## src/rtl/uart_rx.sv

```systemverilog
// uart_rx: 8N1 serial receiver feeding a first-word-fall-through byte FIFO with W1C status.
// Define UART_RX_PARITY_EN to add an even-parity bit and the sticky perr status flag.
module uart_rx #(
   parameter int CLKDIV  = 16,
   parameter int FIFO_AW = 4
) (
   input  logic       clk,
   input  logic       reset,
   input  logic       rx,
   input  logic       cs,
   input  logic       addr,
   input  logic       re,
   input  logic       we,
   input  logic [7:0] wdata,
   output logic [7:0] rdata,
   output logic       valid,
   output logic       irq
);
   localparam int DEPTH = 1 << FIFO_AW;
   localparam logic [15:0] HALF_BIT = 16'(CLKDIV / 2 - 1);
   localparam logic [15:0] FULL_BIT = 16'(CLKDIV - 1);
   localparam logic [FIFO_AW-1:0] PTR_ONE = 1;
   localparam logic [FIFO_AW:0]   CNT_ONE = 1;

   typedef enum logic [2:0] {
      S_IDLE,
      S_START,
      S_DATA,
      S_STOP,
`ifdef UART_RX_PARITY_EN
      S_PARITY,
`endif
      S_BREAK
   } state_t;

   state_t             state_q, state_d;
   logic [15:0]        cnt_q, cnt_d;
   logic [2:0]         bit_q, bit_d;
   logic [7:0]         shift_q, shift_d;
   logic               sync1_q, rxs_q;
   logic [FIFO_AW-1:0] wr_ptr_q, wr_ptr_d, rd_ptr_q, rd_ptr_d;
   logic [FIFO_AW:0]   count_q, count_d;
   logic               overrun_q, overrun_d, frame_err_q, frame_err_d;
   logic               push, push_ok, pop, full, frame_set, sts_wr;
   logic [7:0]         status;
   logic [7:0]         mem [DEPTH];
   logic               unused_wdata;
`ifdef UART_RX_PARITY_EN
   logic               perr_q, perr_d, par_bad_q, par_bad_d, perr_set;
`endif

   always_comb begin
      state_d   = state_q;
      cnt_d     = cnt_q;
      bit_d     = bit_q;
      shift_d   = shift_q;
      push      = 1'b0;
      frame_set = 1'b0;
`ifdef UART_RX_PARITY_EN
      par_bad_d = par_bad_q;
      perr_set  = 1'b0;
`endif
      case (state_q)
         S_IDLE: begin
            if (!rxs_q) begin
               state_d = S_START;
               cnt_d   = HALF_BIT;
            end
         end
         S_START: begin
            if (cnt_q != '0) begin
               cnt_d = cnt_q - 16'd1;
            end else if (rxs_q) begin
               state_d = S_IDLE;
            end else begin
               state_d = S_DATA;
               cnt_d   = FULL_BIT;
               bit_d   = 3'd0;
            end
         end
         S_DATA: begin
            if (cnt_q != '0) begin
               cnt_d = cnt_q - 16'd1;
            end else begin
               shift_d[bit_q] = rxs_q;
               cnt_d          = FULL_BIT;
               bit_d          = bit_q + 3'd1;
               if (bit_q == 3'd7) begin
`ifdef UART_RX_PARITY_EN
                  state_d = S_PARITY;
`else
                  state_d = S_STOP;
`endif
               end
            end
         end
`ifdef UART_RX_PARITY_EN
         S_PARITY: begin
            if (cnt_q != '0) begin
               cnt_d = cnt_q - 16'd1;
            end else begin
               par_bad_d = rxs_q ^ (^shift_q);
               perr_set  = par_bad_d;
               cnt_d     = FULL_BIT;
               state_d   = S_STOP;
            end
         end
`endif
         S_STOP: begin
            if (cnt_q != '0) begin
               cnt_d = cnt_q - 16'd1;
            end else if (rxs_q) begin
`ifdef UART_RX_PARITY_EN
               push = ~par_bad_q;
`else
               push = 1'b1;
`endif
               state_d = S_IDLE;
            end else begin
               // A low stop bit is reported once; BREAK absorbs the rest of a held-low line.
               frame_set = 1'b1;
               state_d   = S_BREAK;
            end
         end
         S_BREAK: begin
            if (rxs_q) state_d = S_IDLE;
         end
         default: state_d = S_IDLE;
      endcase
   end

   always_comb begin
      pop      = cs & re & ~addr & (count_q != '0);
      full     = count_q[FIFO_AW];
      // A same-cycle pop frees the slot, so a push into a full FIFO still lands.
      push_ok  = push & (~full | pop);
      sts_wr   = cs & we & addr;
      wr_ptr_d = push_ok ? wr_ptr_q + PTR_ONE : wr_ptr_q;
      rd_ptr_d = pop ? rd_ptr_q + PTR_ONE : rd_ptr_q;
      count_d  = count_q;
      if (push_ok & ~pop) count_d = count_q + CNT_ONE;
      else if (pop & ~push_ok) count_d = count_q - CNT_ONE;
      overrun_d   = (overrun_q & ~(sts_wr & wdata[1])) | (push & ~push_ok);
      frame_err_d = (frame_err_q & ~(sts_wr & wdata[2])) | frame_set;
`ifdef UART_RX_PARITY_EN
      perr_d      = (perr_q & ~(sts_wr & wdata[3])) | perr_set;
`endif
   end

   always_ff @(posedge clk or posedge reset) begin
      if (reset) begin
         state_q     <= S_IDLE;
         cnt_q       <= '0;
         bit_q       <= '0;
         shift_q     <= '0;
         sync1_q     <= 1'b1;
         rxs_q       <= 1'b1;
         wr_ptr_q    <= '0;
         rd_ptr_q    <= '0;
         count_q     <= '0;
         overrun_q   <= 1'b0;
         frame_err_q <= 1'b0;
`ifdef UART_RX_PARITY_EN
         perr_q      <= 1'b0;
         par_bad_q   <= 1'b0;
`endif
      end else begin
         state_q     <= state_d;
         cnt_q       <= cnt_d;
         bit_q       <= bit_d;
         shift_q     <= shift_d;
         sync1_q     <= rx;
         rxs_q       <= sync1_q;
         wr_ptr_q    <= wr_ptr_d;
         rd_ptr_q    <= rd_ptr_d;
         count_q     <= count_d;
         overrun_q   <= overrun_d;
         frame_err_q <= frame_err_d;
`ifdef UART_RX_PARITY_EN
         perr_q      <= perr_d;
         par_bad_q   <= par_bad_d;
`endif
      end
   end

   always_ff @(posedge clk) begin
      if (push_ok) mem[wr_ptr_q] <= shift_q;
   end

   assign valid = (count_q != '0);

`ifdef UART_RX_PARITY_EN
   assign status       = {4'b0, perr_q, frame_err_q, overrun_q, valid};
   assign irq          = valid | overrun_q | frame_err_q | perr_q;
   assign unused_wdata = ^{wdata[7:4], wdata[0]};
`else
   assign status       = {5'b0, frame_err_q, overrun_q, valid};
   assign irq          = valid | overrun_q | frame_err_q;
   assign unused_wdata = ^{wdata[7:3], wdata[0]};
`endif

   always_comb begin
      rdata = 8'h00;
      if (cs) begin
         if (addr) rdata = status;
         else if (valid) rdata = mem[rd_ptr_q];
      end
   end
endmodule

```

## config.mk

```make
export PLATFORM = sky130hd
export DESIGN_NAME = uart_rx
export DESIGN_NICKNAME = d
export VERILOG_FILES = /design/src/rtl/uart_rx.sv
export SDC_FILE = /design/constraint.sdc
export NUM_CORES = 1
export LEC_CHECK = 0
export CAP_MARGIN = 20
export CORE_UTILIZATION = 55
export DETAILED_ROUTE_END_ITERATION = 6
export PLACE_DENSITY = 0.76
export RECOVER_POWER = 25
export SLEW_MARGIN = 20
export SYNTH_ARGS = -nofsm -noshare
export SYNTH_HDL_FRONTEND = slang
export SYNTH_SLANG_ARGS = --single-unit
```

## constraint.sdc

```tcl
create_clock -name clk -period 4.32 [get_ports clk]
set_clock_uncertainty 0.1 [all_clocks]
set_input_delay 0.864 -clock clk [delete_from_list [all_inputs] [get_ports clk]]
set_output_delay 0.864 -clock clk [all_outputs]
set_load 0.005 [all_outputs]
```

======== After elaboration in Yosys (flattened, before gate mapping) ========
Memory sizes are Yosys's and may differ from the RTL's.
Cells that the tools add are included.
operators by class
  add/subtract/negate cells ............... 6
  $lt $le $gt $ge ......................... 2
  equality and inequality tests ........... 14
  muxes and demuxes ....................... 35
  bitwise gates (word level) .............. 25
  reductions and logical operators ........ 11
operator list
  cell                                                 number
  2-to-1 mux 16 bit                                    5
  one-hot mux 16 bit (4 select lines)                  1
  2-to-1 mux 3 bit                                     10
  2-to-1 mux 8 bit                                     3
  inequality test 2 bit, second input constant         8
  nonzero test 16 bit                                  1
  subtractor 16 x 1 -> 16 bit, second input constant   1
  one-hot mux 3 bit (5 select lines)                   1
  bitwise AND 1 bit                                    13
  2-to-1 mux 5 bit                                     2
  2-to-1 mux 1 bit                                     9
  adder 4 x 1 -> 4 bit, second input constant          2
  bitwise mux 8 bit                                    1
  AND reduction 4 bit                                  2
  NOT 1 bit                                            7
  equality test 3 x 2 -> 1 bit, second input constant  2
  equality test 3 bit, second input constant           2
  one-hot mux 3 bit (2 select lines)                   1
  AND reduction 6 bit                                  1
  adder 5 x 1 -> 5 bit, second input constant          1
  OR 1 bit                                             5
  nonzero test 5 bit                                   1
  subtractor 5 x 1 -> 5 bit, second input constant     1
  < comparator 3 x 4 -> 1 bit, second input constant   1
  other kinds (11)                                     12
word-level totals
  register bits ........................... 47
  memory bits (writable) .................. 128
  output and inout bits ................... 10
  word-level logic and storage cells ...... 105
  memories ................................ 1
memories
  memory  words  width  rd ports  clocked after Yosys merged registers in  write ports  RTL line  source
  mem     16     8      1         0                                        1            46        logic [7:0] mem [DEPTH];

======== Logic depth before layout (Yosys ltp) ========
  depth after elaboration ................. 9
  depth in mapped cells ................... 14

======== Least setup slack after synthesis ========
OpenSTA, ideal clock, no wires.
  path type ............................... in2reg
  start ................................... input addr
  end ..................................... register count_q[4]
  library setup time ...................... 0.125 ns
  arrival time ............................ 2.976 ns
  data required time ...................... 4.095 ns
  slack ................................... 1.119 ns
  stages on the path ...................... 13
  path buffers ............................ 2
  cells stage by stage .................... clkbuf_1 > nand3b_1 > a21oi_1 > and4_1 > buf_2 > ha_1 > inv_1 > fa_1 > a21o_1 > a21oi_1 > xnor2_1 > nor2_1 > xor2_1
between the ends
  word-level cells in the longest chain between the ends .. 8
  elaborated cells on any way between the ends .. 11
  those cells by class .................... mux (1); bitwise (9); reduce/logical (1)
RTL lines
  what                                 RTL line  source
  from (decl)                          11        input logic addr,
  NOT 1 bit (*)                        133       pop = cs & re & ~addr & (count_q != '0);
  bitwise AND 1 bit (*) (2 in series)  133
  OR 1 bit (*)                         136       push_ok = push & (~full | pop);
  bitwise AND 1 bit (*)                136
  via push_ok                          44        logic push, push_ok, pop, full, frame_set, sts_wr;
  NOT 1 bit                            142       else if (pop & ~push_ok) count_d = count_q - CNT_ONE;
  bitwise AND 1 bit                    142
  nonzero test 2 bit (no line)         -
  to (signal assigned)                 176       count_q <= count_d;
  to (decl)                            42        logic [FIFO_AW:0] count_q, count_d;
The timed path passes the listed nets; every way through them passes the cells marked *.
A chain may end at the register's enable or synchronous reset.

======== Final worst setup path ========
  start ................................... register rd_ptr_q[0]
  end ..................................... output rdata[7]
between the ends
  word-level cells in the longest chain between the ends .. 4
RTL lines
  what                      RTL line  source
  from (decl)               41        logic [FIFO_AW-1:0] wr_ptr_q, wr_ptr_d, rd_ptr_q, rd_ptr_d;
  from (signal assigned)    175       rd_ptr_q <= rd_ptr_d;
  memory read (16 x 8 bit)  -
  2-to-1 mux 8 bit          206       else if (valid) rdata = mem[rd_ptr_q];
  2-to-1 mux 8 bit          205       if (addr) rdata = status;
  2-to-1 mux 8 bit          204       if (cs) begin
  to (decl)                 15        output logic [7:0] rdata,
No other way between the ends.

==> flow_summary.ini <==
[status]
status = finished clean

[clocking]
post-cts-setup-buffers = 0
cts_buffers = 17
cts.sinks = 175
root_buffer = clkbuf_16
hold_buffers = 0
cts_tree = yes
clk_pin_slew_ns = 0.06
clkLatencyLatePin_ns = 0.43
cts_resized = 0
clockBufferDepth = 2
htreeDepth = 4

[die]
dieHeight_um = 119
dieArea_um2 = 14200
start_util_pct = 56.7
num_rows = 42
fp.dieW_um = 119
io_pins = 25
core_region_area_um2 = 13300

[placement]
placed_area_um2 = 8040
gp_congestion = 0.867
io_buffers = 18
dp_hpwl_mm = 9.81

[sta]
hold_slack_ns = 0.260
finalCritPeriodShare_pct = 92.7
setup_viol = 0
slew_headroom_pct = 38.4
tns_ns = 0
hold_viol = 0
clock.fmax_mhz = 250
worst_pin_slew_ns = 0.915
drv_slew = 0
period_minus_slack_ns = 4.01
rsz0062_at_grt = false

[finish]
final_cell_area_um2 = 8660
final_common_cell = edfxtp_1
n_antenna_cell = 0
nets = 538
synthToLayoutAreaGrowth_pct = 14.3
mostFrequentLayoutCells = edfxtp_1, dfrtp_1, mux4_2
drive_gt1_share_pct = 21.6
utilization_pct = 64.9

[route]
antenna_left = 0
drc = 0
vias = 4370
drt-total-wl_mm = 14.9
drtPass1Iterations = 5
detail_route.wl_per_cell_um = 21.3
initialDrtViolationCount = 521
avgViaCountPerCell = 6.25

[setup_path]
critPathArrivalTime_ns = 3.04
crit_start = rd_ptr_q[0]
worstPathMaxFanout = 12
worst_r2r_endpoint = count_q[4]
crit_path_end_kind = output port
reg2reg_slack_ns = 1.03
reg2reg_from = cnt_q[6]
critPathCapture = rdata[7]
startpoint_type = flip-flop
reg2regPathDepth = 10
required_ns = 3.36
path_class = reg -> out

[synth]
synth_ff_type = edfxtp_1
synthCells = 477
synth_edf_count = 128
ys_warn_count = 0
yosysSeqAreaShare_pct = 66.3
ys_types = 58
synth.cell_area_um2 = 7570
ys_ff_latch = 175
synth_area_per_cell_um2 = 15.9
synthesis.nets = 505
async_reset_ff_share_pct = 26.9

[global_route]
grt_pass1_wl_mm = 23.8
overflow = 0
grt_antenna_before_repair = 0
grt_pass1_vias = 4413
grt_max_degree = 48
grt_usage_pct = 22.7

[pwr]
switching_power_w = 0.00150
p_sw_share_pct = 29.6
seqPwrFrac_pct = 43.2
cellPowerDensity_nw_per_um2 = 584
power_frac_comb_pct = 26.3
power_frac_clock_pct = 30.6
p_leak_nw = 3.10
peakVddDrop_mv = 0.273
p_int_w = 0.00356
power.total_w = 0.00505

[flow_run]
drv_cap = 0

[worst_hold_path]
min_path_type = reg -> reg
## routing by layer
layer  routed length, µm  GRT usage, %  part of all wire, %  up-vias
li1                    -             -                    -     1937
met2                7690          37.2                   52      195
met3                 901          5.36                  6.1       25
met5                   0             0                    0        -
met4                 246          8.59                  1.7        0
met1                6040          29.7                   41     2213
## cell families (layout without fill, tap and decap cells)
group | after synthesis | after routing | share of synthesized area [%]
compound gates | 56 | 56 | 5.14
buf+inv | 37 | 83 | 1.92
mux | 55 | 55 | 13.8
fa+ha+maj | 13 | 13 | 2.25
xor+xnor | 11 | 11 | 1.27
flops | 175 | 175 | 66.3
simple gates | 130 | 130 | 9.32
## final cells by class
| class | count | area (µm²) |
|---|---|---|
| clock buffer | 23 | 468 |
| clock inverter | 9 | 134 |
| fill | 896 | 4690 |
| inverter | 12 | 46.3 |
| multi-input combinational | 265 | 2410 |
| sequential | 175 | 5020 |
| tap | 176 | 220 |
| timing repair buffer | 39 | 350 |
## cells in the mapped netlist (3+ instances only)
| cell | n | share of area [%] |
|---|---|---|
| clkbuf_1 | 18 | 0.89 |
| a21oi_1 | 11 | 0.73 |
| nand4b_1 | 5 | 0.58 |
| mux2_2 | 8 | 1.2 |
| nand3_1 | 7 | 0.46 |
| a21o_1 | 3 | 0.30 |
| nand4_1 | 11 | 0.91 |
| nor3b_1 | 3 | 0.30 |
| o21ai_0 | 12 | 0.79 |
| a31oi_1 | 3 | 0.25 |
| a211oi_1 | 3 | 0.30 |
| o31ai_1 | 7 | 0.69 |
| nor3_1 | 12 | 0.79 |
| dfrtp_1 | 45 | 15 |
| nor2_1 | 30 | 1.5 |
| and2_1 | 5 | 0.41 |
| or3_1 | 4 | 0.33 |
| nor2b_1 | 4 | 0.33 |
| mux2i_1 | 7 | 0.93 |
| buf_2 | 5 | 0.33 |
| nand2b_1 | 3 | 0.25 |
| ha_1 | 12 | 2.0 |
| a32o_1 | 3 | 0.40 |
| mux4_2 | 38 | 11 |
| nor4_1 | 3 | 0.25 |
| inv_1 | 12 | 0.59 |
| nand2_1 | 31 | 1.5 |
| edfxtp_1 | 128 | 51 |
| xnor2_1 | 9 | 1.0 |
## worst min-delay path by stage
| stage | from | end | slack, ns | depth (start not counted) |
|---|---|---|---|---|
| floorplan | sync1_q | rxs_q | 0.25 | 0 |
| global placement | sync1_q | rxs_q | 0.25 | 0 |
| detailed placement | sync1_q | rxs_q | 0.25 | 0 |
| CTS | sync1_q | rxs_q | 0.26 | 0 |
| global route | sync1_q | rxs_q | 0.27 | 0 |
| finish | sync1_q | rxs_q | 0.26 | 0 |
## power by group through the flow
stage	clock network [W]	registers [W]	logic (W)
after floorplan	0	0.00208	0.00107
after global placement	0	0.00219	0.00126
after detailed placement	0	0.00220	0.00130
after CTS	0.00156	0.00217	0.00132
after global routing	0.00164	0.00221	0.00144
final	0.00154	0.00218	0.00133
## state kept, by name, summed over array words and instances (netlist names)
| signal | flops |
|---|---|
| count_q | 5 |
| state_q | 3 |
| cnt_q | 16 |
| mem | 128 |
| shift_q | 8 |
| wr_ptr_q | 4 |
| rd_ptr_q | 4 |
| rxs_q | 1 |
| bit_q | 3 |
| sync1_q | 1 |
| overrun_q | 1 |
| frame_err_q | 1 |
## per-stage QoR
stage / std cells / worst slack [ns]
finish: 699 / 0.314
global route: 699 / 0.144
CTS: 699 / 0.253
detailed placement: 667 / 0.419
global placement: 667 / 0.504
floorplan: 477 / 1.12
## worst max-delay path, cell delays in order (launching register included)
cell and delay [ns]:
dfrtp_2 0.62, buf_4 0.34, mux4_2 0.55, mux4_2 0.46, and2_1 0.19, clkdlybuf4s50_1 0.45
No activity file was read; power rests on OpenSTA's default activity.
